<file path="config.mk">
export PLATFORM = sky130hd
export DESIGN_NAME = msk_and_hpc3_seq
export DESIGN_NICKNAME = d
export VERILOG_FILES = /design/src/rtl/msk_hpc3_pkg.sv /design/src/rtl/MSKand_hpc3.sv /design/src/rtl/msk_shares_fifo.sv /design/src/rtl/msk_and_hpc3_seq.sv
export SDC_FILE = /design/constraint.sdc
export NUM_CORES = 1
export LEC_CHECK = 0
export CORE_MARGIN = 5
export CORE_UTILIZATION = 55
export CTS_BUF_LIST = sky130_fd_sc_hd__clkbuf_4 sky130_fd_sc_hd__clkbuf_8
export DETAILED_ROUTE_END_ITERATION = 7
export PLACE_DENSITY = 0.79
export SLEW_MARGIN = 40
export SYNTH_ARGS = -nofsm -noshare
export SYNTH_HDL_FRONTEND = slang
export SYNTH_SLANG_ARGS = --single-unit
</file>
<file path="constraint.sdc">
create_clock -name clk -period 7.22 [get_ports clk]
set_input_delay 0.722 -clock clk [delete_from_list [all_inputs] [get_ports clk]]
set_output_delay 0.722 -clock clk [all_outputs]
set_load 0.005 [all_outputs]
</file>
<file path="src/rtl/msk_hpc3_pkg.sv">
// Shared definitions for the masked-AND stream sequencer.
//   D_DEFAULT    default number of shares
//   hpc3_rnd_w   fresh randomness bits consumed by one HPC3 AND
//   fifo_ptr_w   pointer width for a FIFO of a given depth
//   fifo_occ_w   occupancy width (holds 0..depth)
//   pair_idx     linear index of share pair (i,j), i<j, within d shares
package msk_hpc3_pkg;

  localparam int D_DEFAULT = 2;

  function automatic int hpc3_rnd_w(input int d);
    return d * (d - 1);
  endfunction

  function automatic int fifo_ptr_w(input int depth);
    return (depth <= 2) ? 1 : $clog2(depth);
  endfunction

  function automatic int fifo_occ_w(input int depth);
    return $clog2(depth + 1);
  endfunction

  function automatic int pair_idx(input int i, input int j, input int d);
    return i * d - (i * (i + 1)) / 2 + (j - i - 1);
  endfunction

endpackage

</file>
<file path="src/rtl/MSKand_hpc3.sv">
// HPC3 masked AND gadget, one register stage (latency 1).
//   clk_i    clock
//   ina_i    sharing of a (d shares)
//   inb_i    sharing of b (d shares)
//   rnd_i    fresh randomness, two bits per share pair: r at 2p, r' at 2p+1
//   out_c_o  sharing of a&b, valid one cycle after the inputs
// Every cross term a_i*b_j is refreshed by r_ij before it is registered, and
// the complementary term (~a_i & r_ij) ^ r'_ij is registered separately so
// the two only combine after the register. r and r' are shared by (i,j) and
// (j,i), so they cancel in the XOR of all output shares.
module MSKand_hpc3
  import msk_hpc3_pkg::*;
#(
  parameter int d = D_DEFAULT
) (
  input  logic                     clk_i,
  input  logic [d-1:0]             ina_i,
  input  logic [d-1:0]             inb_i,
  input  logic [hpc3_rnd_w(d)-1:0] rnd_i,
  output logic [d-1:0]             out_c_o
);

  logic [d-1:0]          z_d, z_q;
  logic [d-1:0][d-1:0]   u_d, u_q;
  logic [d-1:0][d-1:0]   v_d, v_q;

  always_comb begin
    z_d = '0;
    u_d = '0;
    v_d = '0;
    for (int i = 0; i < d; i++) begin
      z_d[i] = ina_i[i] & inb_i[i];
      for (int j = 0; j < d; j++) begin
        if (j != i) begin
          u_d[i][j] = ina_i[i] &
                      (inb_i[j] ^ rnd_i[2*pair_idx((i < j) ? i : j, (i < j) ? j : i, d)]);
          v_d[i][j] = (~ina_i[i] & rnd_i[2*pair_idx((i < j) ? i : j, (i < j) ? j : i, d)]) ^
                      rnd_i[2*pair_idx((i < j) ? i : j, (i < j) ? j : i, d) + 1];
        end
      end
    end
  end

  // No reset: the sequencer only consumes these registers when its own
  // stage-1 valid (which is reset) says they hold a live result.
  always_ff @(posedge clk_i) begin
    z_q <= z_d;
    u_q <= u_d;
    v_q <= v_d;
  end

  always_comb begin
    out_c_o = z_q;
    for (int i = 0; i < d; i++) begin
      for (int j = 0; j < d; j++) begin
        out_c_o[i] = out_c_o[i] ^ u_q[i][j] ^ v_q[i][j];
      end
    end
  end

endmodule

</file>
<file path="src/rtl/msk_shares_fifo.sv">
// Small circular FIFO holding {tag, shares} words verbatim.
//   clk_i/rst_i   clock, asynchronous active-high reset
//   push_i        write push_data_i at the tail (caller guarantees not full)
//   pop_i         drop the head entry (caller guarantees not empty)
//   head_o        current head entry, read straight from storage registers
//   occ_o         number of valid entries, 0..DEPTH
// Push and pop in the same cycle both take effect and leave occ_o unchanged.
module msk_shares_fifo
  import msk_hpc3_pkg::*;
#(
  parameter int W     = 8,
  parameter int DEPTH = 3,
  localparam int OCC_W = fifo_occ_w(DEPTH)
) (
  input  logic             clk_i,
  input  logic             rst_i,
  input  logic             push_i,
  input  logic [W-1:0]     push_data_i,
  input  logic             pop_i,
  output logic [W-1:0]     head_o,
  output logic [OCC_W-1:0] occ_o
);

  localparam int PTR_W = fifo_ptr_w(DEPTH);

  logic [W-1:0]     mem_q [DEPTH];
  logic [PTR_W-1:0] wr_ptr_q, rd_ptr_q;
  logic [OCC_W-1:0] occ_q;

  // Pointers wrap modulo DEPTH, which need not be a power of two.
  function automatic logic [PTR_W-1:0] ptr_next(input logic [PTR_W-1:0] p);
    return (p == PTR_W'(DEPTH - 1)) ? '0 : p + 1'b1;
  endfunction

  always_ff @(posedge clk_i or posedge rst_i) begin
    if (rst_i) begin
      for (int i = 0; i < DEPTH; i++) mem_q[i] <= '0;
      wr_ptr_q <= '0;
      rd_ptr_q <= '0;
      occ_q    <= '0;
    end else begin
      if (push_i) begin
        mem_q[wr_ptr_q] <= push_data_i;
        wr_ptr_q        <= ptr_next(wr_ptr_q);
      end
      if (pop_i) begin
        rd_ptr_q <= ptr_next(rd_ptr_q);
      end
      case ({push_i, pop_i})
        2'b10:   occ_q <= occ_q + 1'b1;
        2'b01:   occ_q <= occ_q - 1'b1;
        default: occ_q <= occ_q;
      endcase
    end
  end

  assign head_o = mem_q[rd_ptr_q];
  assign occ_o  = occ_q;

endmodule

</file>
<file path="src/rtl/msk_and_hpc3_seq.sv">
// Stream sequencer around one HPC3 masked AND.
//   clk, rst               clock, asynchronous active-high reset
//   in_valid/in_ready      operand pair handshake (in_a, in_b shares, in_tag)
//   rnd_valid/rnd_ready    randomness word handshake (rnd_data)
//   out_valid/out_ready    result handshake (out_data shares, out_tag)
//   ops_cnt                ANDs issued since reset, saturating
//   starve_cnt             cycles blocked only by missing randomness, saturating
// Handshakes: a transfer happens on a rising edge where valid and ready are
// both high; producers hold valid and payload stable until accepted. Operand
// and randomness words are always consumed together (in_ready == rnd_ready).
// Credit counts the result FIFO plus the op in the gadget stage, so an issued
// op always has a FIFO slot waiting and the gadget never stalls mid-flight.
module msk_and_hpc3_seq
  import msk_hpc3_pkg::*;
#(
  parameter int d     = D_DEFAULT,
  parameter int TAG_W = 4,
  parameter int DEPTH = 3,
  parameter int CNT_W = 16
) (
  input  logic                     clk,
  input  logic                     rst,
  input  logic                     in_valid,
  output logic                     in_ready,
  input  logic [d-1:0]             in_a,
  input  logic [d-1:0]             in_b,
  input  logic [TAG_W-1:0]         in_tag,
  input  logic                     rnd_valid,
  output logic                     rnd_ready,
  input  logic [hpc3_rnd_w(d)-1:0] rnd_data,
  output logic                     out_valid,
  input  logic                     out_ready,
  output logic [d-1:0]             out_data,
  output logic [TAG_W-1:0]         out_tag,
  output logic [CNT_W-1:0]         ops_cnt,
  output logic [CNT_W-1:0]         starve_cnt
);

  localparam int RND_W = hpc3_rnd_w(d);
  localparam int OCC_W = fifo_occ_w(DEPTH);
  localparam int FW    = TAG_W + d;

  logic             credit;
  logic             issue;
  logic [d-1:0]     gadget_a, gadget_b, gadget_c;
  logic [RND_W-1:0] gadget_r;
  logic             s1_valid_q;
  logic [TAG_W-1:0] s1_tag_q;
  logic [OCC_W-1:0] occ;
  logic [FW-1:0]    head;
  logic             pop;
  logic [CNT_W-1:0] ops_cnt_q, ops_cnt_d;
  logic [CNT_W-1:0] starve_cnt_q, starve_cnt_d;

  // Registered state only: out_ready has no combinational path to in_ready.
  assign credit = (int'(occ) + int'(s1_valid_q)) < DEPTH;
  assign issue  = in_valid & rnd_valid & credit & ~rst;

  assign in_ready  = issue;
  assign rnd_ready = issue;

  // Idle cycles present all-zero shares and randomness to the gadget, so a
  // randomness word is only ever seen by the gadget in the cycle it is consumed.
  assign gadget_a = in_a     & {d{issue}};
  assign gadget_b = in_b     & {d{issue}};
  assign gadget_r = rnd_data & {RND_W{issue}};

  MSKand_hpc3 #(.d(d)) u_and (
    .clk_i   (clk),
    .ina_i   (gadget_a),
    .inb_i   (gadget_b),
    .rnd_i   (gadget_r),
    .out_c_o (gadget_c)
  );

  always_comb begin
    ops_cnt_d = ops_cnt_q;
    if (issue && (ops_cnt_q != '1)) ops_cnt_d = ops_cnt_q + 1'b1;
    starve_cnt_d = starve_cnt_q;
    if (in_valid && credit && !rnd_valid && (starve_cnt_q != '1))
      starve_cnt_d = starve_cnt_q + 1'b1;
  end

  always_ff @(posedge clk or posedge rst) begin
    if (rst) begin
      s1_valid_q   <= 1'b0;
      s1_tag_q     <= '0;
      ops_cnt_q    <= '0;
      starve_cnt_q <= '0;
    end else begin
      s1_valid_q   <= issue;
      s1_tag_q     <= in_tag;
      ops_cnt_q    <= ops_cnt_d;
      starve_cnt_q <= starve_cnt_d;
    end
  end

  assign pop = out_valid & out_ready;

  msk_shares_fifo #(.W(FW), .DEPTH(DEPTH)) u_fifo (
    .clk_i       (clk),
    .rst_i       (rst),
    .push_i      (s1_valid_q),
    .push_data_i ({s1_tag_q, gadget_c}),
    .pop_i       (pop),
    .head_o      (head),
    .occ_o       (occ)
  );

  assign out_valid  = (occ != '0);
  assign out_data   = head[d-1:0];
  assign out_tag    = head[FW-1:d];
  assign ops_cnt    = ops_cnt_q;
  assign starve_cnt = starve_cnt_q;

endmodule

</file>
==> results.py, run 1 <==
metrics = {
    "outcome": {
        "status": "complete, no violations",
    },
    "setup_path": {
        "crit_chain": "ha_1 > ha_1 > and2_4 > or4b_4 > inv_1 > clkdlybuf4s50_1",
        "cp_top_family": "simple AND/OR/NAND/NOR gates",
        "path_common_cell": "ha_1",
        "path_buf_inv": 2,
        "cp_data_required_time_ps": 6500,
        "cp_data_arrival_time_ps": 2820,
        "end_kind": "output pin",
        "cp_max_fo": 18,
        "crit_type": "reg -> out",
        "cp-start-kind": "flop",
        "slowest_stage": "or4b_4",
        "r2r_slack_ps": 4790,
        "max_stage_delay_ps": 610,
    },
    "clocking": {
        "ctsRootBufferMaster": "clkbuf_8",
        "cts_made_buffers": 9,
        "cts_sinks": 67,
        "clock_latency_ps": 340,
        "cts_setup_buffers": 0,
        "cts_resized": 0,
        "cts_tree": "built",
        "h-tree-depth": 3,
        "clk_path_buf_depth": 2,
        "cts_hold_buf": 0,
        "clkTransAtPathRegs_ps": 60,
    },
    "timing": {
        "slew_headroom_pct": 58.5,
        "fmax_ghz": 0.282,
        "grt_setup_unrepaired": "false",
        "period_share_pct": 49.0,
        "worst_pin_slew_ps": 621,
        "timing.final.ws_setup_ps": 3680,
        "finalHoldViolCount": 0,
        "maxSlewViolCount": 0,
        "whs_ps": 487,
        "finalSetupViolations": 0,
        "clock_skew_ps": 10.7,
        "fin_setup_tns_ps": 0,
        "min_period_ps": 3540,
    },
    "place": {
        "globalplace.congestion": 0.818,
        "dp_slack_ps": 3760,
        "numPortBuffers": 55,
        "hpwl_um": 4200,
        "place_area_um2": 3690,
        "placed_cells": 393,
    },
    "synthesis": {
        "synth_ff_type": "dfrtp_1",
        "syn_area_per_cell_um2": 11.4,
        "synth_top_cell_by_area": "dfrtp_1",
        "async_reset_ff_share_pct": 91.0,
        "synth_area_um2": 3090,
        "synth-edff-count": 0,
        "synthCells": 272,
        "ys_types": 40,
        "ys_seq_area_share_pct": 53.3,
        "synth_seq_cells": 67,
        "netlist_top_cells_area": "dfrtp_1, xor2_1, mux2_2",
        "synth_nets": 292,
        "synth_top_area_share_pct": 49.4,
        "ys_warn_count": 0,
    },
    "finish": {
        "nNetsFinal": 352,
        "antennaDiodeCount": 0,
        "final_layout_size_suffix_gt1_share_pct": 13.4,
        "fin_area_um2": 3880,
        "fin_util_pct": 71.0,
        "areaGrowthSynthToFinish_pct": 25.7,
        "fin_cells": 409,
    },
    "power": {
        "peakVddDrop_v": 0.000176,
        "pwr-share-seq_pct": 46.8,
        "p_leak_nw": 1.73,
        "swShare_pct": 29.6,
        "totalPowerFinal_mw": 1.22,
        "power_density_nw_per_um2": 314,
        "p_int_mw": 0.859,
        "clkPwrFrac_pct": 24.8,
        "combPwrFrac_pct": 28.4,
        "p_switching_mw": 0.361,
    },
    "routing": {
        "wl_per_cell_um": 14.5,
        "drt_iter0_drc": 115,
        "first_pass_iters": 4,
        "vias": 2215,
        "drc": 0,
        "vias_per_cell": 5.42,
        "final_antenna_net_count": 0,
        "wl_um": 5930,
    },
    "run": {
        "max_cap_violations": 0,
    },
    "grt": {
        "antenna_found_initial": 0,
        "grt_max_degree": 32,
        "first_global_vias": 2251,
        "grt_first_pass_wirelength_um": 10300,
        "gr-total-overflow": 0,
        "track_usage_pct": 17.9,
    },
    "floorplanning": {
        "rows": 27,
        "die_area_um2": 7220,
        "fp.coreArea_um2": 5470,
        "pin_count": 56,
        "die_h_um": 85.0,
        "fp.dieW_um": 85.0,
        "initial_utilization_pct": 56.5,
    },
    "worst_hold_path": {
        "worstHoldPathType": "reg -> reg",
    },
}
path summary, 6_finish.rpt:
kind,start,to,cells past startpoint
worst max-delay path,s1_valid_q,rnd_ready,6
worst min-delay path,u_fifo.mem_q[6],u_fifo.mem_q[6],2
worst max register to register,s1_valid_q,ops_cnt[12],6
worst min register to register,u_fifo.mem_q[6],u_fifo.mem_q[6],2
max in group asynchronous,rst,u_fifo.mem_q[6],3
min in group asynchronous,rst,starve_cnt[8],2
flip-flops by register name (all words and copies together), names as in the netlist:
name,cells
u_and.u_q,2
u_fifo.occ_o,2
u_and.v_q,2
s1_tag_q,4
u_fifo.wr_ptr_q,2
u_fifo.mem_q,18
starve_cnt,16
u_and.z_q,2
ops_cnt,16
s1_valid_q,1
u_fifo.rd_ptr_q,2
synthesized netlist by cell type (all sizes together), types with 5 or more instances:
master and instances:
o21ai 15, xor2 26, xnor2 11, ha 5
dfxtp 6, nand3 12, nor3 12, nand4 10
mux2i 6, nand2 25, nor4 16, inv 8
dfrtp 61, mux2 15, nor2 8
logic make-up (layout without fill, tap and decap cells):
family | Yosys count | count (layout) | synth area share [%]
AOI/OAI and AO/OA | 21 | 21 | 3.72
xor gates and xnor gates | 37 | 37 | 10.5
adders and majority gates | 5 | 5 | 2.02
buffers and inverters | 15 | 80 | 2.55
DFF | 67 | 67 | 53.3
muxes | 21 | 21 | 7.41
and+or+nand+nor | 106 | 106 | 20.5
routing by layer:
layer / share of wire [%] / vias up / GRT usage (%) / routed length [um]
met5: 0 / - / 0 / 0
met4: 1.1 / 0 / 5.47 / 68
met3: 5.0 / 8 / 6.60 / 295
met2: 49 / 56 / 29.7 / 2890
met1: 45 / 1063 / 21.6 / 2670
li1: - / 1088 / - / -
layout by cell type, fill, tap and decap left out, types with 5 or more instances in the layout:
master,count
o21ai_0,15
nor2_1,8
nor3_1,12
inv_1,7
clkbuf_8,9
dfrtp_1,61
nor4_1,11
mux2i_1,6
mux2_2,15
dfxtp_1,6
clkdlybuf4s50_1,55
nand4_1,10
ha_1,5
xnor2_1,11
nand3_1,12
xor2_1,26
nand2_1,25
area by class of cell:
| cell class | instances | area, um2 |
|---|---|---|
| sequential | 67 | 1650 |
| clock buffer | 13 | 154 |
| tap | 72 | 90.1 |
| inverter | 8 | 30.0 |
| timing repair buffer | 56 | 558 |
| multi-input combinational | 190 | 1370 |
| fill | 425 | 1590 |
| clock inverter | 3 | 40.0 |
power by group through the flow:
stage	Combinational, mW	Clock (mW)	Sequential (mW)
6_report	0.347	0.303	0.570
5_1_grt	0.389	0.331	0.588
4_1_cts	0.353	0.311	0.570
3_5_place_dp	0.351	0	0.576
3_3_place_gp	0.340	0	0.572
2_1_floorplan	0.207	0	0.543
tightest hold or removal path: cells and delay by family (launching register included):
family / cells / cell delay [ps]
DFF: 1 / 340
AOI/OAI and AO/OA: 1 / 60
and+or+nand+nor: 1 / 50
Note: power is estimated with default switching activity, not from simulation.
==> run 2: changes to the inputs <==
CORE_UTILIZATION = 54   (was 55)
PLACE_DENSITY = 0.78   (was 0.79)
clock period = 3.5 ns   (was 7.22 ns; I/O delays follow)
==> run 2 against run 1 <==
Net effect: first-iteration DRC count shrank 16%; combinational power grew 110%; non-clock buffer count grew 1; core utilization shrank 0.91 points; critical endpoint unchanged; largest cell class unchanged.
==> results.py, run 2 (synthesis results as in run 1) <==
metrics = {
    "outcome": {
        "status": "complete, no violations",
    },
    "routing": {
        "wl_um": 6090,
        "wl_per_cell_um": 14.8,
        "vias_per_cell": 5.43,
        "drt_iter0_drc": 97,
        "vias": 2228,
        "final_antenna_net_count": 0,
        "drc": 0,
        "first_pass_iters": 4,
    },
    "timing": {
        "maxSlewViolCount": 0,
        "whs_ps": 455,
        "min_period_ps": 3220,
        "fin_setup_tns_ps": 0,
        "grt_setup_unrepaired": "false",
        "finalHoldViolCount": 0,
        "worst_pin_slew_ps": 541,
        "fmax_ghz": 0.311,
        "slew_headroom_pct": 63.9,
        "period_share_pct": 91.9,
        "finalSetupViolations": 0,
        "clock_skew_ps": 5.34,
    },
    "clocking": {
        "cts_resized": 0,
        "clkTransAtPathRegs_ps": 70,
        "cts_tree": "built",
        "cts_setup_buffers": 0,
        "h-tree-depth": 3,
        "clock_latency_ps": 330,
        "clk_path_buf_depth": 2,
        "cts_made_buffers": 9,
        "cts_sinks": 67,
        "cts_hold_buf": 0,
        "ctsRootBufferMaster": "clkbuf_8",
    },
    "grt": {
        "grt_max_degree": 32,
        "gr-total-overflow": 0,
        "first_global_vias": 2313,
        "track_usage_pct": 18.2,
        "grt_first_pass_wirelength_um": 10700,
        "antenna_found_initial": 0,
    },
    "place": {
        "place_area_um2": 3700,
        "numPortBuffers": 55,
        "placed_cells": 394,
        "hpwl_um": 4380,
        "globalplace.congestion": 0.794,
    },
    "setup_path": {
        "end_kind": "output pin",
        "cp_data_required_time_ps": 3150,
        "crit_type": "reg -> out",
        "cp-start-kind": "flop",
        "cp_max_fo": 18,
        "cp_data_arrival_time_ps": 2870,
    },
    "power": {
        "peakVddDrop_v": 0.000323,
        "p_leak_nw": 1.73,
        "power_density_nw_per_um2": 638,
    },
    "floorplanning": {
        "initial_utilization_pct": 55.8,
        "pin_count": 56,
        "fp.dieW_um": 85.7,
        "die_area_um2": 7340,
        "fp.coreArea_um2": 5540,
        "rows": 27,
        "die_h_um": 85.7,
    },
    "finish": {
        "antennaDiodeCount": 0,
        "largest_reg_flops": 18,
        "nNetsFinal": 353,
        "final_cell_mix": "dfrtp_1, clkdlybuf4s50_1, xor2_1",
        "final_common_cell": "dfrtp_1",
        "fin_area_um2": 3880,
        "areaGrowthSynthToFinish_pct": 25.6,
        "regMostFlops": "u_fifo.mem_q",
        "final_layout_size_suffix_gt1_share_pct": 13.6,
        "fin_cells": 410,
    },
    "run": {
        "max_cap_violations": 0,
    },
    "worst_hold_path": {
        "worstHoldPathType": "in -> async",
    },
}
## run 2: path summary, 6_finish.rpt
path / start / endpoint / slack [ps] / cells after the start
min in group clk: in_tag[1] / s1_tag_q[1] / 460 / 1
max reg2reg: s1_valid_q / ops_cnt[12] / 1030 / 6
min reg2reg: u_fifo.mem_q[12] / u_fifo.mem_q[12] / 480 / 2
max in group asynchronous: rst / u_fifo.mem_q[7] / 2750 / 3
min: rst / starve_cnt[4] / 450 / 3
max: s1_valid_q / rnd_ready / 280 / 6
## run 2: cell type report
cell class | instances | area, um2
Tap cell | 72 | 90.1
Fill cell | 447 | 1660
Clock buffer | 14 | 174
Multi-Input combinational cell | 190 | 1370
Timing Repair Buffer | 57 | 566
Inverter | 8 | 30.0
Sequential cell | 67 | 1650
Clock inverter | 2 | 10.0
## run 2: metal layers
metal / vias to the layer above / global-route usage, % / wire, um / part of all wire [%]
li1: 1086 / - / - / -
met1: 1074 / 24.5 / 2790 / 46
met2: 58 / 28.5 / 2950 / 48
met3: 10 / 4.32 / 256 / 4.2
met4: 0 / 7.05 / 90 / 1.5
met5: - / 0 / 0 / 0
## run 2: critical path, stage by stage (launching register included)
cell,delay [ps]
dfrtp_1,460
ha_1,250
ha_1,270
and2_4,180
or4b_4,610
inv_1,230
clkdlybuf4s50_1,540
## run 2: power by group
group	internal [mW]	switching [mW]
clock network	0.318	0.260
registers	0.968	0.214
logic	0.447	0.271
## run 2: through the flow
step	util [%]	setup slack, ps	power, mW
final	70.1	284	2.48
after global routing	70.1	176	2.65
after CTS	70.1	284	2.50
after detailed placement	66.7	663	1.92
after global placement	66.7	710	1.89
after floorplan	-	1150	1.55
==> run 3: changes to the inputs <==
TNS_END_PERCENT = 10   (was unset)
==> results of run 3 <==
Final layout, timing and power as in run 2 (identical DEF).
